<file path="config.mk">
export PLATFORM = sky130hd
export DESIGN_NAME = wave_analyzer_flat
export DESIGN_NICKNAME = d
export VERILOG_FILES = /design/src/rtl/wave_analyzer_if.sv /design/src/rtl/wave_analyzer.sv /design/src/flat_wrapper.sv
export SDC_FILE = /design/constraint.sdc
export NUM_CORES = 1
export LEC_CHECK = 0
export ABC_AREA = 1
export CORE_MARGIN = 5
export CORE_UTILIZATION = 40
export CTS_BUF_LIST = sky130_fd_sc_hd__clkbuf_4 sky130_fd_sc_hd__clkbuf_8
export CTS_CLUSTER_SIZE = 16
export DETAILED_ROUTE_END_ITERATION = 7
export GPL_TIMING_DRIVEN = 0
export MAX_ROUTING_LAYER = met4
export PLACE_DENSITY = 0.64
export SYNTH_ARGS = -nofsm -noshare
export SYNTH_HDL_FRONTEND = slang
export SYNTH_SLANG_ARGS = --single-unit
</file>
<file path="constraint.sdc">
create_clock -name clk -period 3.4 [get_ports clk]
set_input_delay 1.02 -clock clk [delete_from_list [all_inputs] [get_ports clk]]
set_output_delay 1.02 -clock clk [all_outputs]
set_load 0.02 [all_outputs]
</file>
<file path="src/rtl/wave_analyzer_if.sv">
// Sample stream and measurement bus between a waveform source and wave_analyzer.
// The slave modport is the analyzer; the master drives samples and control.
interface wave_analyzer_if #(
   parameter int DW = 5,
   parameter int CW = 8
);
   logic          sample_en;
   logic [DW-1:0] wave;
   logic          restart;
   logic [CW-1:0] period;
   logic [1:0]    wave_type;
   logic [DW-1:0] wmax;
   logic [DW-1:0] wmin;
   logic          meas_valid;
   logic          locked;

   modport master (
      output sample_en, wave, restart,
      input  period, wave_type, wmax, wmin, meas_valid, locked
   );

   modport slave (
      input  sample_en, wave, restart,
      output period, wave_type, wmax, wmin, meas_valid, locked
   );
endinterface

</file>
<file path="src/rtl/wave_analyzer.sv">
// Passive waveform analyzer: classifies square/sawtooth/triangle, measures period and lock.
// Per-period min/max tracking is built only when WAVE_ANALYZER_AMPL_EN is defined.
module wave_analyzer #(
   parameter int DW       = 5,
   parameter int CW       = 8,
   parameter int JUMP_TH  = 4,
   parameter int LOCK_CNT = 3
) (
   input  logic           clk,
   input  logic           rst,
   wave_analyzer_if.slave wa
);

   localparam int                MW         = $clog2(LOCK_CNT + 1);
   localparam logic [CW-1:0]     MAX_PERIOD = '1;
   localparam logic signed [DW:0] STEP_ONE  = (DW+1)'(1);
   localparam logic signed [DW:0] STEP_JTH  = (DW+1)'(JUMP_TH);
   localparam int F_FLAT = 0;
   localparam int F_UP1  = 1;
   localparam int F_DN1  = 2;
   localparam int F_JUP  = 3;
   localparam int F_JDN  = 4;
   localparam int F_OTH  = 5;

   typedef enum logic [1:0] {IDLE = 2'd0, ACQ = 2'd1, MEAS = 2'd2} state_t;

   state_t             state, next_state;
   logic [DW-1:0]      prev;
   logic               prev_dn1;
   logic [CW-1:0]      cnt;
   logic [5:0]         flags;
   logic [MW-1:0]      match_cnt;
   logic signed [DW:0] step;
   logic [5:0]         cur;
   logic               acc, anchor, open_win, grow_win, close_win, timeout;
   logic [1:0]         new_type;
   logic               match;

   logic [CW-1:0]      period_p1;
   logic [1:0]         wave_type_p1;
   logic [DW-1:0]      wmax_p1, wmin_p1;
   logic               vld_p1, locked_p1;

   function automatic logic [5:0] step_class(input logic signed [DW:0] dv);
      logic [5:0] c;
      c = '0;
      if (dv == '0)                c[F_FLAT] = 1'b1;
      else if (dv == STEP_ONE)     c[F_UP1]  = 1'b1;
      else if (dv == -STEP_ONE)    c[F_DN1]  = 1'b1;
      else if (dv >= STEP_JTH)     c[F_JUP]  = 1'b1;
      else if (dv <= -STEP_JTH)    c[F_JDN]  = 1'b1;
      else                         c[F_OTH]  = 1'b1;
      return c;
   endfunction

   function automatic logic [1:0] win_type(input logic [5:0] f);
      if (f[F_JUP] && f[F_JDN] && !f[F_UP1] && !f[F_DN1] && !f[F_OTH])
         return 2'd0;
      if (f[F_UP1] && f[F_JDN] && !f[F_DN1] && !f[F_JUP] && !f[F_FLAT] && !f[F_OTH])
         return 2'd1;
      if (f[F_UP1] && f[F_DN1] && !f[F_JUP] && !f[F_JDN] && !f[F_FLAT] && !f[F_OTH])
         return 2'd2;
      return 2'd3;
   endfunction

   // Stage 0: step classification of the incoming sample against the last accepted one
   assign acc      = wa.sample_en & ~wa.restart;
   assign step     = $signed({1'b0, wa.wave}) - $signed({1'b0, prev});
   assign cur      = step_class(step);
   assign anchor   = cur[F_JDN] | (cur[F_UP1] & prev_dn1);
   assign new_type = win_type(flags | cur);
   assign match    = (new_type != 2'd3) && (new_type == wave_type_p1) && (cnt == period_p1);

   always_ff @(posedge clk) begin
      if (rst || wa.restart) state <= IDLE;
      else                   state <= next_state;
   end

   always_comb begin
      next_state = state;
      open_win   = 1'b0;
      grow_win   = 1'b0;
      close_win  = 1'b0;
      timeout    = 1'b0;
      if (acc) begin
         unique case (state)
            IDLE: next_state = ACQ;
            ACQ: begin
               if (anchor) begin
                  open_win   = 1'b1;
                  next_state = MEAS;
               end
            end
            MEAS: begin
               if (anchor) begin
                  close_win = 1'b1;
                  open_win  = 1'b1;
               end else if (cnt == MAX_PERIOD) begin
                  timeout    = 1'b1;
                  next_state = ACQ;
               end else begin
                  grow_win = 1'b1;
               end
            end
            default: next_state = IDLE;
         endcase
      end
   end

   // The trough test needs the previous step; the first sample after IDLE has none.
   always_ff @(posedge clk) begin
      if (rst)      prev_dn1 <= 1'b0;
      else if (acc) prev_dn1 <= (state == IDLE) ? 1'b0 : cur[F_DN1];
   end

   always_ff @(posedge clk) begin
      if (acc) prev <= wa.wave;
      if (open_win) begin
         cnt   <= CW'(1);
         flags <= '0;
      end else if (grow_win) begin
         cnt   <= cnt + CW'(1);
         flags <= flags | cur;
      end
   end

   // Stage 1: measurement registers, valid pulse and lock tracking
   always_ff @(posedge clk) begin
      if (rst) begin
         period_p1    <= '0;
         wave_type_p1 <= 2'd3;
         vld_p1       <= 1'b0;
         locked_p1    <= 1'b0;
         match_cnt    <= '0;
      end else begin
         vld_p1 <= close_win;
         if (wa.restart || timeout) begin
            locked_p1 <= 1'b0;
            match_cnt <= '0;
         end else if (close_win) begin
            period_p1    <= cnt;
            wave_type_p1 <= new_type;
            if (match) begin
               if (int'(match_cnt) < LOCK_CNT - 1)      match_cnt <= match_cnt + MW'(1);
               if (int'(match_cnt) + 1 >= LOCK_CNT - 1) locked_p1 <= 1'b1;
            end else begin
               match_cnt <= '0;
               locked_p1 <= 1'b0;
            end
         end
      end
   end

`ifdef WAVE_ANALYZER_AMPL_EN
   logic [DW-1:0] run_max, run_min;

   // A window opens on its anchor sample, so the running extremes start from it.
   always_ff @(posedge clk) begin
      if (open_win) begin
         run_max <= wa.wave;
         run_min <= wa.wave;
      end else if (grow_win) begin
         if (wa.wave > run_max) run_max <= wa.wave;
         if (wa.wave < run_min) run_min <= wa.wave;
      end
   end

   always_ff @(posedge clk) begin
      if (rst) begin
         wmax_p1 <= '0;
         wmin_p1 <= '0;
      end else if (close_win) begin
         wmax_p1 <= run_max;
         wmin_p1 <= run_min;
      end
   end
`else
   assign wmax_p1 = '0;
   assign wmin_p1 = '0;
`endif

   assign wa.period     = period_p1;
   assign wa.wave_type  = wave_type_p1;
   assign wa.wmax       = wmax_p1;
   assign wa.wmin       = wmin_p1;
   assign wa.meas_valid = vld_p1;
   assign wa.locked     = locked_p1;

endmodule

</file>
<file path="src/flat_wrapper.sv">
// flat-port wrapper written by rule: the top's interface ports become plain ports
module wave_analyzer_flat 
#(
   parameter int DW       = 5,
   parameter int CW       = 8,
   parameter int JUMP_TH  = 4,
   parameter int LOCK_CNT = 3
)
  (clk, rst, wa_sample_en, wa_wave, wa_restart, wa_period, wa_wave_type, wa_wmax, wa_wmin, wa_meas_valid, wa_locked);
  wave_analyzer_if #(.DW(DW), .CW(CW)) wa_i ();
  input  logic clk;
  input  logic rst;
  input wire logic [$bits(wa_i.sample_en)-1:0] wa_sample_en;
  input wire logic [$bits(wa_i.wave)-1:0] wa_wave;
  input wire logic [$bits(wa_i.restart)-1:0] wa_restart;
  output wire logic [$bits(wa_i.period)-1:0] wa_period;
  output wire logic [$bits(wa_i.wave_type)-1:0] wa_wave_type;
  output wire logic [$bits(wa_i.wmax)-1:0] wa_wmax;
  output wire logic [$bits(wa_i.wmin)-1:0] wa_wmin;
  output wire logic [$bits(wa_i.meas_valid)-1:0] wa_meas_valid;
  output wire logic [$bits(wa_i.locked)-1:0] wa_locked;
  assign wa_i.sample_en = wa_sample_en;
  assign wa_i.wave = wa_wave;
  assign wa_i.restart = wa_restart;
  assign wa_period = wa_i.period;
  assign wa_wave_type = wa_i.wave_type;
  assign wa_wmax = wa_i.wmax;
  assign wa_wmin = wa_i.wmin;
  assign wa_meas_valid = wa_i.meas_valid;
  assign wa_locked = wa_i.locked;
  wave_analyzer #(.DW(DW), .CW(CW), .JUMP_TH(JUMP_TH), .LOCK_CNT(LOCK_CNT)) u_core (.clk(clk), .rst(rst), .wa(wa_i));
endmodule
</file>
**Word level (Yosys, flattened, before mapping)**

Index checks and enable logic that the tools add are counted.

- Flip-flop bits (word level): 36
- Input port bits: 9
- Output and inout port bits: 22
- Word-level logic and storage cells: 113

- Add/subtract/negate cells: 4
- Magnitude comparators: 4
- Eq/ne operators: 13
- Muxes and demuxes: 44
- Bitwise logic cells: 6
- Reduce and logical (&&, ||, !) cells: 32

Operators with widths:

| kind | count |
|---|---|
| greater-or-equal comparator 32 x 3 -> 1 bit, second input constant | 1 |
| two-way mux 1 bit | 28 |
| two-way mux 2 bit | 12 |
| logical AND 1 bit | 16 |
| adder 8 x 1 -> 8 bit, second input constant | 1 |
| == test 8 bit | 1 |
| == test 8 bit, second input constant | 1 |
| != test 2 bit, second input constant | 4 |
| == test 6 x 1 -> 1 bit, second input constant | 1 |
| == test 6 x 2 -> 1 bit, second input constant | 1 |
| greater-or-equal comparator 6 x 4 -> 1 bit, second input constant | 1 |
| less-or-equal comparator 6 x 3 -> 1 bit, second input constant | 1 |
| zero test 1 bit | 6 |
| zero test 6 bit | 1 |
| OR 6 bit | 1 |
| one-hot mux 2 bit (3 select lines) | 1 |
| AND reduction 2 bit | 3 |
| subtractor 5 x 5 -> 6 bit | 1 |
| two-way mux 5 bit | 1 |
| two-way mux 4 bit | 1 |
| != test 2 x 1 -> 1 bit, second input constant | 2 |
| AND reduction 4 bit | 1 |
| OR reduction 2 bit | 2 |
| adder 2 x 1 -> 3 bit, second input constant | 1 |
| other kinds (11) | 14 |

**Depth between registers and ports, before layout**

Gate-level depths: netlist of run 1.

- Depth in word-level cells: 25
- Depth in mapped cells: 21
- Mapped depth without buffers: 21

**Worst setup path after synthesis of run 1**

OpenSTA, ideal clock, no wires.

- Path kind: input -> register
- Start point: input port wa_wave[0]
- End point: register u_core.match_cnt[0]
- Data arrival time: 2992 ps
- Required time: 3282 ps
- Path slack: 291 ps
- Stages: 18
- Buffers on the path: 0
- Path through: inv_1 -> ha_1 -> inv_1 -> fa_1 -> xnor2_1 -> nor2_1 -> nand4_1 -> nand2_2 -> nand2_1 -> nor2_1 -> nor2_1 -> nand3_1 -> nand2_1 -> nand2_1 -> nand2_1 -> nor2_1 -> nor2_1 -> nor2_1

- Longest elaborated chain between the ends: 23
- Elaborated cells between the ends (all ways): 65

RTL lines:

| what | line | source |
|---|---|---|
| from (decl) | flat_wrapper.sv:14 | `input wire logic [$bits(wa_i.wave)-1:0] wa_wave;` |
| subtractor 5 x 5 -> 6 bit * | wave_analyzer.sv:68 | `assign step = $signed({1'b0, wa.wave}) - $signed({1'b0, prev});` |
| less-or-equal comparator 6 x 3 -> 1 bit or greater-or-equal comparator 6 x 4 -> 1 bit (tied branches) | wave_analyzer.sv:51, wave_analyzer.sv:50 |  |
| two-way mux 1 bit, on equally long branches | wave_analyzer.sv:51, wave_analyzer.sv:50 |  |
| two-way mux 2 bit or two-way mux 3 bit (tied branches) | wave_analyzer.sv:50, wave_analyzer.sv:49 |  |
| two-way mux 3 bit or two-way mux 4 bit (tied branches) | wave_analyzer.sv:49, wave_analyzer.sv:48 |  |
| two-way mux 4 bit or two-way mux 5 bit (tied branches) | wave_analyzer.sv:48, wave_analyzer.sv:47 |  |
| two-way mux 5 bit or OR 6 bit (tied branches) | wave_analyzer.sv:47, wave_analyzer.sv:71 |  |
| OR 6 bit or zero test 1 bit (tied branches) | wave_analyzer.sv:71, wave_analyzer.sv:59, wave_analyzer.sv:61 |  |
| [... 6 more ...] | - |  |
| two-way mux 1 bit or two-way mux 2 bit (tied branches) | wave_analyzer.sv:59, wave_analyzer.sv:61 |  |
| two-way mux 2 bit | wave_analyzer.sv:63 | `return 2'd3;` |
| two-way mux 2 bit | wave_analyzer.sv:61 | `if (f[F_UP1] && f[F_DN1] && !f[F_JUP] && !f[F_JDN] && !f[F_FLAT] && !f[F_OTH])` |
| two-way mux 2 bit | wave_analyzer.sv:59 | `if (f[F_UP1] && f[F_JDN] && !f[F_DN1] && !f[F_JUP] && !f[F_FLAT] && !f[F_OTH])` |
| != test 2 bit or == test 2 bit (tied branches) | wave_analyzer.sv:72 | `assign match = (new_type != 2'd3) && (new_type == wave_type_p1) && (cnt == period_p1);` |
| logical AND 1 bit (2 in a row) | wave_analyzer.sv:72 |  |
| != test 2 bit (no source line) | - |  |
| AND reduction 2 bit (no source line) | - |  |
| to (decl) | wave_analyzer.sv:32 | `logic [MW-1:0] match_cnt;` |

Mark *: on every way between the ends. The rest lies on a longest branch, timed or not. The select of a mux whose other input is x is not followed.
A chain may end at the register's enable or synchronous reset.

**Worst setup path in the final report of run 1**

- Start point: input port wa_wave[4]
- End point: register u_core.locked_p1 (netlist: u_core.wa.locked)

- Longest elaborated chain between the ends: 23
- Elaborated cells between the ends (all ways): 65

RTL lines:

| what | line | source |
|---|---|---|
| subtractor 5 x 5 -> 6 bit * | wave_analyzer.sv:68 |  |
| less-or-equal comparator 6 x 3 -> 1 bit or greater-or-equal comparator 6 x 4 -> 1 bit (tied branches) | wave_analyzer.sv:51, wave_analyzer.sv:50 |  |
| two-way mux 1 bit, on equally long branches | wave_analyzer.sv:51, wave_analyzer.sv:50 |  |
| two-way mux 2 bit or two-way mux 3 bit (tied branches) | wave_analyzer.sv:50, wave_analyzer.sv:49 |  |
| two-way mux 3 bit or two-way mux 4 bit (tied branches) | wave_analyzer.sv:49, wave_analyzer.sv:48 |  |
| two-way mux 4 bit or two-way mux 5 bit (tied branches) | wave_analyzer.sv:48, wave_analyzer.sv:47 |  |
| two-way mux 5 bit or OR 6 bit (tied branches) | wave_analyzer.sv:47, wave_analyzer.sv:71 |  |
| OR 6 bit or zero test 1 bit (tied branches) | wave_analyzer.sv:71, wave_analyzer.sv:59, wave_analyzer.sv:61 |  |
| [... 6 more ...] | - |  |
| two-way mux 1 bit or two-way mux 2 bit (tied branches) | wave_analyzer.sv:59, wave_analyzer.sv:61 |  |
| two-way mux 2 bit | wave_analyzer.sv:63 |  |
| two-way mux 2 bit | wave_analyzer.sv:61 |  |
| two-way mux 2 bit | wave_analyzer.sv:59 |  |
| != test 2 bit or == test 2 bit (tied branches) | wave_analyzer.sv:72 |  |
| logical AND 1 bit (2 in a row) | wave_analyzer.sv:72 |  |
| != test 2 bit (no source line) | - |  |
| AND reduction 2 bit (no source line) | - |  |
| to (decl) | wave_analyzer.sv:42 | `logic vld_p1, locked_p1;` |

Marked as above.

==> results of run 1 <==
how the worst max path moves through the flow:
stage | startpoint | to | slack [ps] | depth (start not counted)
2_1_floorplan | wa_wave[0] | u_core.match_cnt[0] | 290 | 18
3_3_place_gp | wa_wave[0] | u_core.cnt[4] | -520 | 13
3_5_place_dp | wa_wave[0] | u_core.cnt[4] | -510 | 13
4_1_cts | wa_wave[4] | u_core.wa.locked | 100 | 18
5_1_grt | wa_wave[3] | u_core.wa.locked | 40 | 20
6_report | wa_wave[4] | u_core.wa.locked | 240 | 17
stage by stage:
step | hold WS, ps | setup TNS, ps | utilization, % | power (W)
after floorplan | 432 | 0 | - | 0.000720
after global placement | 442 | -12380 | 47.0 | 0.000777
after detailed placement | 451 | -11960 | 47.0 | 0.000782
after CTS | 463 | 0 | 51.1 | 0.00118
after global routing | 491 | 0 | 54.0 | 0.00129
final | 465 | 0 | 54.0 | 0.00122
power by group through the flow:
stage | Clock [W] | Sequential (W) | Combinational [W]
final | 0.000384 | 0.000504 | 0.000328
after global routing | 0.000409 | 0.000509 | 0.000371
after CTS | 0.000394 | 0.000503 | 0.000285
after detailed placement | 0 | 0.000513 | 0.000269
after global placement | 0 | 0.000513 | 0.000264
after floorplan | 0 | 0.000509 | 0.000211
final cells by class:
class,instances,share of cell area (%)
Buffer,14,3.83
Timing Repair Buffer,28,9.40
Multi-Input combinational cell,198,45.6
Clock inverter,2,1.28
Tap cell,70,3.19
Inverter,42,5.75
Sequential cell,36,28.1
Clock buffer,6,2.78
cell families after synthesis:
kind of cell,count (synthesis)
XOR/XNOR,7
AO/OA/AOI/OAI,46
other,1
adder cells (fa/ha/maj),12
flip-flops,36
buffers and inverters,56
AND/OR/NAND/NOR,123
cells in the final DEF, fill, tap and decap left out, drive strengths merged:
master,instances
bufinv,1
nand3,17
edfxtp,5
nand4,8
xnor2,5
inv,42
a31oi,1
clkdlybuf4s50,17
dfxtp,31
or2,3
a21oi,21
clkbuf,9
fa,1
nor4,3
xor2,2
clkinv,1
o21ai,19
nand3b,1
a211oi,4
dlymetal6s2s,2
and3,1
nor2,35
nand2,48
o211ai,1
conb,10
buf,20
nor3,7
ha,11
worst max-delay path: stages:
cell             delay (ps)
clkdlybuf4s50_1         480
ha_4                    330
nand2_1                  70
nor3_1                  230
nor2_2                   90
nor2_2                  130
nand3_1                  80
nand2_1                  70
nor2_1                   50
nor2_2                  220
nand3_4                 130
nand2_4                  90
nand2_2                  50
nand2_2                  70
nor2_2                   40
nor2_2                  140
nor2_1                   60
layer usage:
metal  vias to the layer above  track usage (%)  share of wire (%)
li1                        990                -                  -
met1                       838             19.1                 48
met2                        31             26.3                 47
met3                        10             3.73                3.4
met4                         0             3.65                1.7
met5                         -                -                  0
registers in the layout (all words and copies together), names as in the netlist, 2 cells and up:
name                 flops
u_core.match_cnt         2
u_core.cnt               8
u_core.state             2
u_core.wa.period         8
u_core.wa.wave_type      2
u_core.prev              5
u_core.flags             6
what timing repair did:
action,in CTS,in global routing
setup endpoints to repair,26,15
pin swaps,8,25
buffers inserted,6,1
cloned,1,0
resized for setup,18,36
==> run metrics, run 1 <==
fin crit share=93.1%; Multi-input gate area=1250 µm²; gr usage total=between 15 and 20%; initial core utilization=40.7%; area share of and/or/nand/nor cells after synthesis=27.6%; Setup Viol. Count Final=0; Longest Clk Path Bufs=2; ranking of synthesized cells by area=dfxtp_1 (30%), nand2_1 (8.0%), edfxtp_1 (7.3%), inv_1 (7.1%), ha_1 (6.7%); Clock Power Share=31.6%; clk_lat worst skew=290 ps; Clock Skew=about 8.5 ps; design area=2740 µm²; LEAKAGE=between 1 and 1.5 nW; Slew Viols, Final=0; Inst Count DP=380; vias per std cell=approximately 4.7; internal power=0.000828 W; max frequency=316 MHz; hold buffer count at CTS=0; cell row count=26; via count=1869; CP Class=input pin to flop; Reg area=771 µm²; DP HPWL=3280 µm; Post-synth EDFFs=5; startpoint types=input pin; most common cell in the netlist=nand2_1; H-Tree Depth=2; first-pass GRT wire length=8050 µm; ANT cells=0; Crit Reg-Reg Endpoint=u_core.wa.locked; largest family of logic cells by synthesized area=simple AND/OR/NAND/NOR gates; CP Max Fanout=4; post-route minimum period=3160 ps; DP Worst Slack=-512 ps; Synth Cell Area=2060 µm²; adder-cell share of the synthesized area=7.64%; vias in the first global route=1832; Worst Path Arrival=3350 ps; CTS root buf=clkbuf_8; Slew @ Worst Pin=~500 ps; Top FF cell, synth=dfxtp_1; status=completed; Layout fillers=501; maxcap violations=0; area leader, netlist=dfxtp_1; die area=about 6700 µm²; initial antenna violation count=0; Mean Syn Cell Area=between 7 and 8 µm²; DR iter-0 viols=54; wire length per cell=11.6 µm; fraction of synthesized area in multiplexers=0%; FF-to-FF Start=u_core.prev[0]; clk slew on worst S/H paths=70 ps; final net count=346; CTS tree=done; post-synthesis compound-gate area fraction=11.8%; height of the die=81.8 µm; post-synthesis xor/xnor area fraction=2.97%; min-delay src=u_core.flags[2]; fin cells=around 400; Sw Share=31.9%; yosys warns=0; die width=81.8 µm; list of most frequent post-synthesis cells=nand2_1 (44), inv_1 (39), nor2_1 (35), dfxtp_1 (31), a21oi_1 (21); largest net degree at the start of global routing=12; ys async rst share=0%; CP Capture Type=flop; Overflow after GRT=0; CP required=approximately 3600 ps; WL final=4600 µm; TritonCTS Buffers=5; worst IR drop on VDD=0.000254 V; core area=5070 µm²; Net Switching=0.000388 W; port bufs=20; Cells after Synth=281; Final Hold Viols=0; number of synthesized register bits=36; gpl congestion=~0.83; RSZ-0062 raised after global routing=false; I/O pin total=31; area share of the largest cell type after synthesis=between 30% and 40%; post-synthesis sequential area ratio=37.3%; R2R setup slack=840 ps; Hold Path End=u_core.flags[2]; Num Clock Sinks=36; Pre-antenna DRT Iters=4; r2r worst-path depth=19; # DRC=0; Placed Area=between 2000 and 2500 µm²; Pwr Density=444 nW/µm²; Synth-to-Final Area Change=32.8%; layout cells sized above 1=23.6%; final worst slack=236 ps; slew margin rel.=66.5%; post-route ant nets=0; Comb pwr share=27.0%; Seq pwr share=41.4%; Distinct cells, synth=33; Hold Crit Class=flop to flop; Hold Path Cell Cnt=2
(Power assumes the default switching activity.)
==> run 2: changes to the inputs <==
TNS_END_PERCENT = 100   (was default)
==> results of run 2 <==
Final layout, timing and power as in run 1 (identical DEF).
==> run 3: changes to the inputs <==
RECOVER_POWER = 50   (was default)
==> run metrics, run 3 (synthesis gave the netlist of run 1 again) <==
Layout fillers=502; final worst slack=around 240 ps; H-Tree Depth=2; via count=around 1900; initial core utilization=40.7%; I/O pin total=31; clk slew on worst S/H paths=approximately 70 ps; # DRC=0; post-route minimum period=between 3000 and 4000 ps; DP HPWL=3280 µm; CP Capture Type=flop; WL final=between 4000 and 5000 µm; vias in the first global route=1832; Setup Viol. Count Final=0; initial antenna violation count=0; commonest cells after routing, fill and taps aside=inv_1 (35), nand2_1 (35), dfxtp_1 (31), nor2_1 (24), a21oi_1 (20); Overflow after GRT=0; Hold Crit Class=flop to flop; hold buffer count at CTS=0; design area=2740 µm²; CP Max Fanout=4; largest net degree at the start of global routing=12; gpl congestion=0.833; Placed Area=2390 µm²; Pre-antenna DRT Iters=4; Synth-to-Final Area Change=32.5%; fin crit share=roughly 93%; DP Worst Slack=-512 ps; crit path buf inv count=1; Final Hold Viols=0; status=completed; ANT cells=0; RSZ-0062 raised after global routing=false; startpoint types=input pin; Pwr Density=444 nW/µm²; clk_lat worst skew=290 ps; first-pass GRT wire length=8050 µm; max incr delay on CP=~480 ps; cell row count=26; post-route ant nets=0; CP required=~3600 ps; vias per std cell=around 4.7; critical path cell sequence=clkdlybuf4s50_1, ha_4, nand2_1, nor3_1, nor2_2, nor2_2, nand3_1, nand2_1, nor2_1, nor2_2, nand3_4, nand2_4, nand2_2, nand2_2, nor2_2, nor2_2, nor2_1; slew margin rel.=66.6%; gr usage total=between 10% and 20%; Slowest-stage cell, CP=clkdlybuf4s50_1; CTS root buf=clkbuf_8; Worst Path Arrival=3350 ps; worst IR drop on VDD=0.000255 V; die area=6700 µm²; Slew @ Worst Pin=496 ps; port bufs=20; Slew Viols, Final=0; max frequency=roughly 320 MHz; DR iter-0 viols=55; final net count=roughly 350; wire length per cell=11.6 µm; Crit path top cell by count=nor2_2; layout cells sized above 1=23.6%; die width=about 82 µm; core area=slightly above 5000 µm²; Longest Clk Path Bufs=2; CP Class=input pin to flop; LEAKAGE=1.23 nW; delay-heaviest family, CP=simple AND/OR/NAND/NOR gates; maxcap violations=0; Clock Skew=slightly below 9 ps; CTS tree=done; TritonCTS Buffers=5; Num Clock Sinks=36; height of the die=81.8 µm
-- run 3: path summary, 6_finish.rpt --
path,depth (start not counted),slack (ps),end,from
hold reg to reg,2,460,u_core.flags[2],u_core.flags[2]
setup / recovery,17,240,u_core.wa.locked,wa_wave[4]
hold / removal,2,460,u_core.flags[2],u_core.flags[2]
setup reg to reg,19,840,u_core.wa.locked,u_core.prev[0]
-- run 3: repair_timing --
item | in CTS | in global routing
setup buffers | 6 | 1
pin swaps | 8 | 25
gates resized for setup | 18 | 36
hold endpoints to repair | 0 | 0
endpoints found under the setup margin | 26 | 15
gates cloned | 1 | 0
-- run 3: worst register-to-register path: stages, from the launching register on --
cell,delay (ps)
edfxtp_1,340
ha_2,200
inv_2,50
fa_2,410
nand2_2,100
nand2_1,70
nand3_2,90
nand2_4,70
nand4_1,90
nand2_2,100
nand2_1,80
nor2_1,40
nor2_2,220
nand3_4,130
nand2_4,90
nand2_2,50
nand2_2,70
nor2_2,40
nor2_2,140
nor2_1,60
-- run 3: cell type report --
type	count	area [µm²]	share of cell area (%)
Timing Repair Buffer	28	253	9.24
Tap cell	70	87.6	3.20
Inverter	42	158	5.76
Buffer	14	105	3.84
Clock buffer	6	76.3	2.79
Clock inverter	2	35.0	1.28
Multi-Input combinational cell	198	1250	45.7
Sequential cell	36	771	28.2
-- run 3: metal layers --
layer | GRT usage [%] | share of wire, % | wire, µm | up-vias
li1 | - | - | - | 990
met1 | 19.1 | 48 | 2200 | 849
met2 | 26.3 | 47 | 2160 | 31
met3 | 3.73 | 3.3 | 152 | 10
met4 | 3.65 | 1.7 | 77 | 0
met5 | - | 0 | 0 | -
-- run 3: stage by stage --
step / hold slack, ps / instances / TNS [ps] / power (W) / utilization [%]
finish: 465 / 396 / 0 / 0.00122 / 53.9
global route: 491 / 396 / 0 / 0.00129 / 53.9
CTS: 463 / 395 / 0 / 0.00118 / 51.1
detailed placement: 451 / 380 / -11960 / 0.000782 / 47.0
global placement: 442 / 380 / -12380 / 0.000777 / 47.0
floorplan: 432 / 290 / 0 / 0.000720 / -
-- run 3: power by group --
part	internal [W]	total, W	leakage [nW]	switching, W
sequential	0.000473	0.000504	0.299	0.0000311
clock	0.000226	0.000384	0.0586	0.000158
combinational	0.000129	0.000327	0.869	0.000198
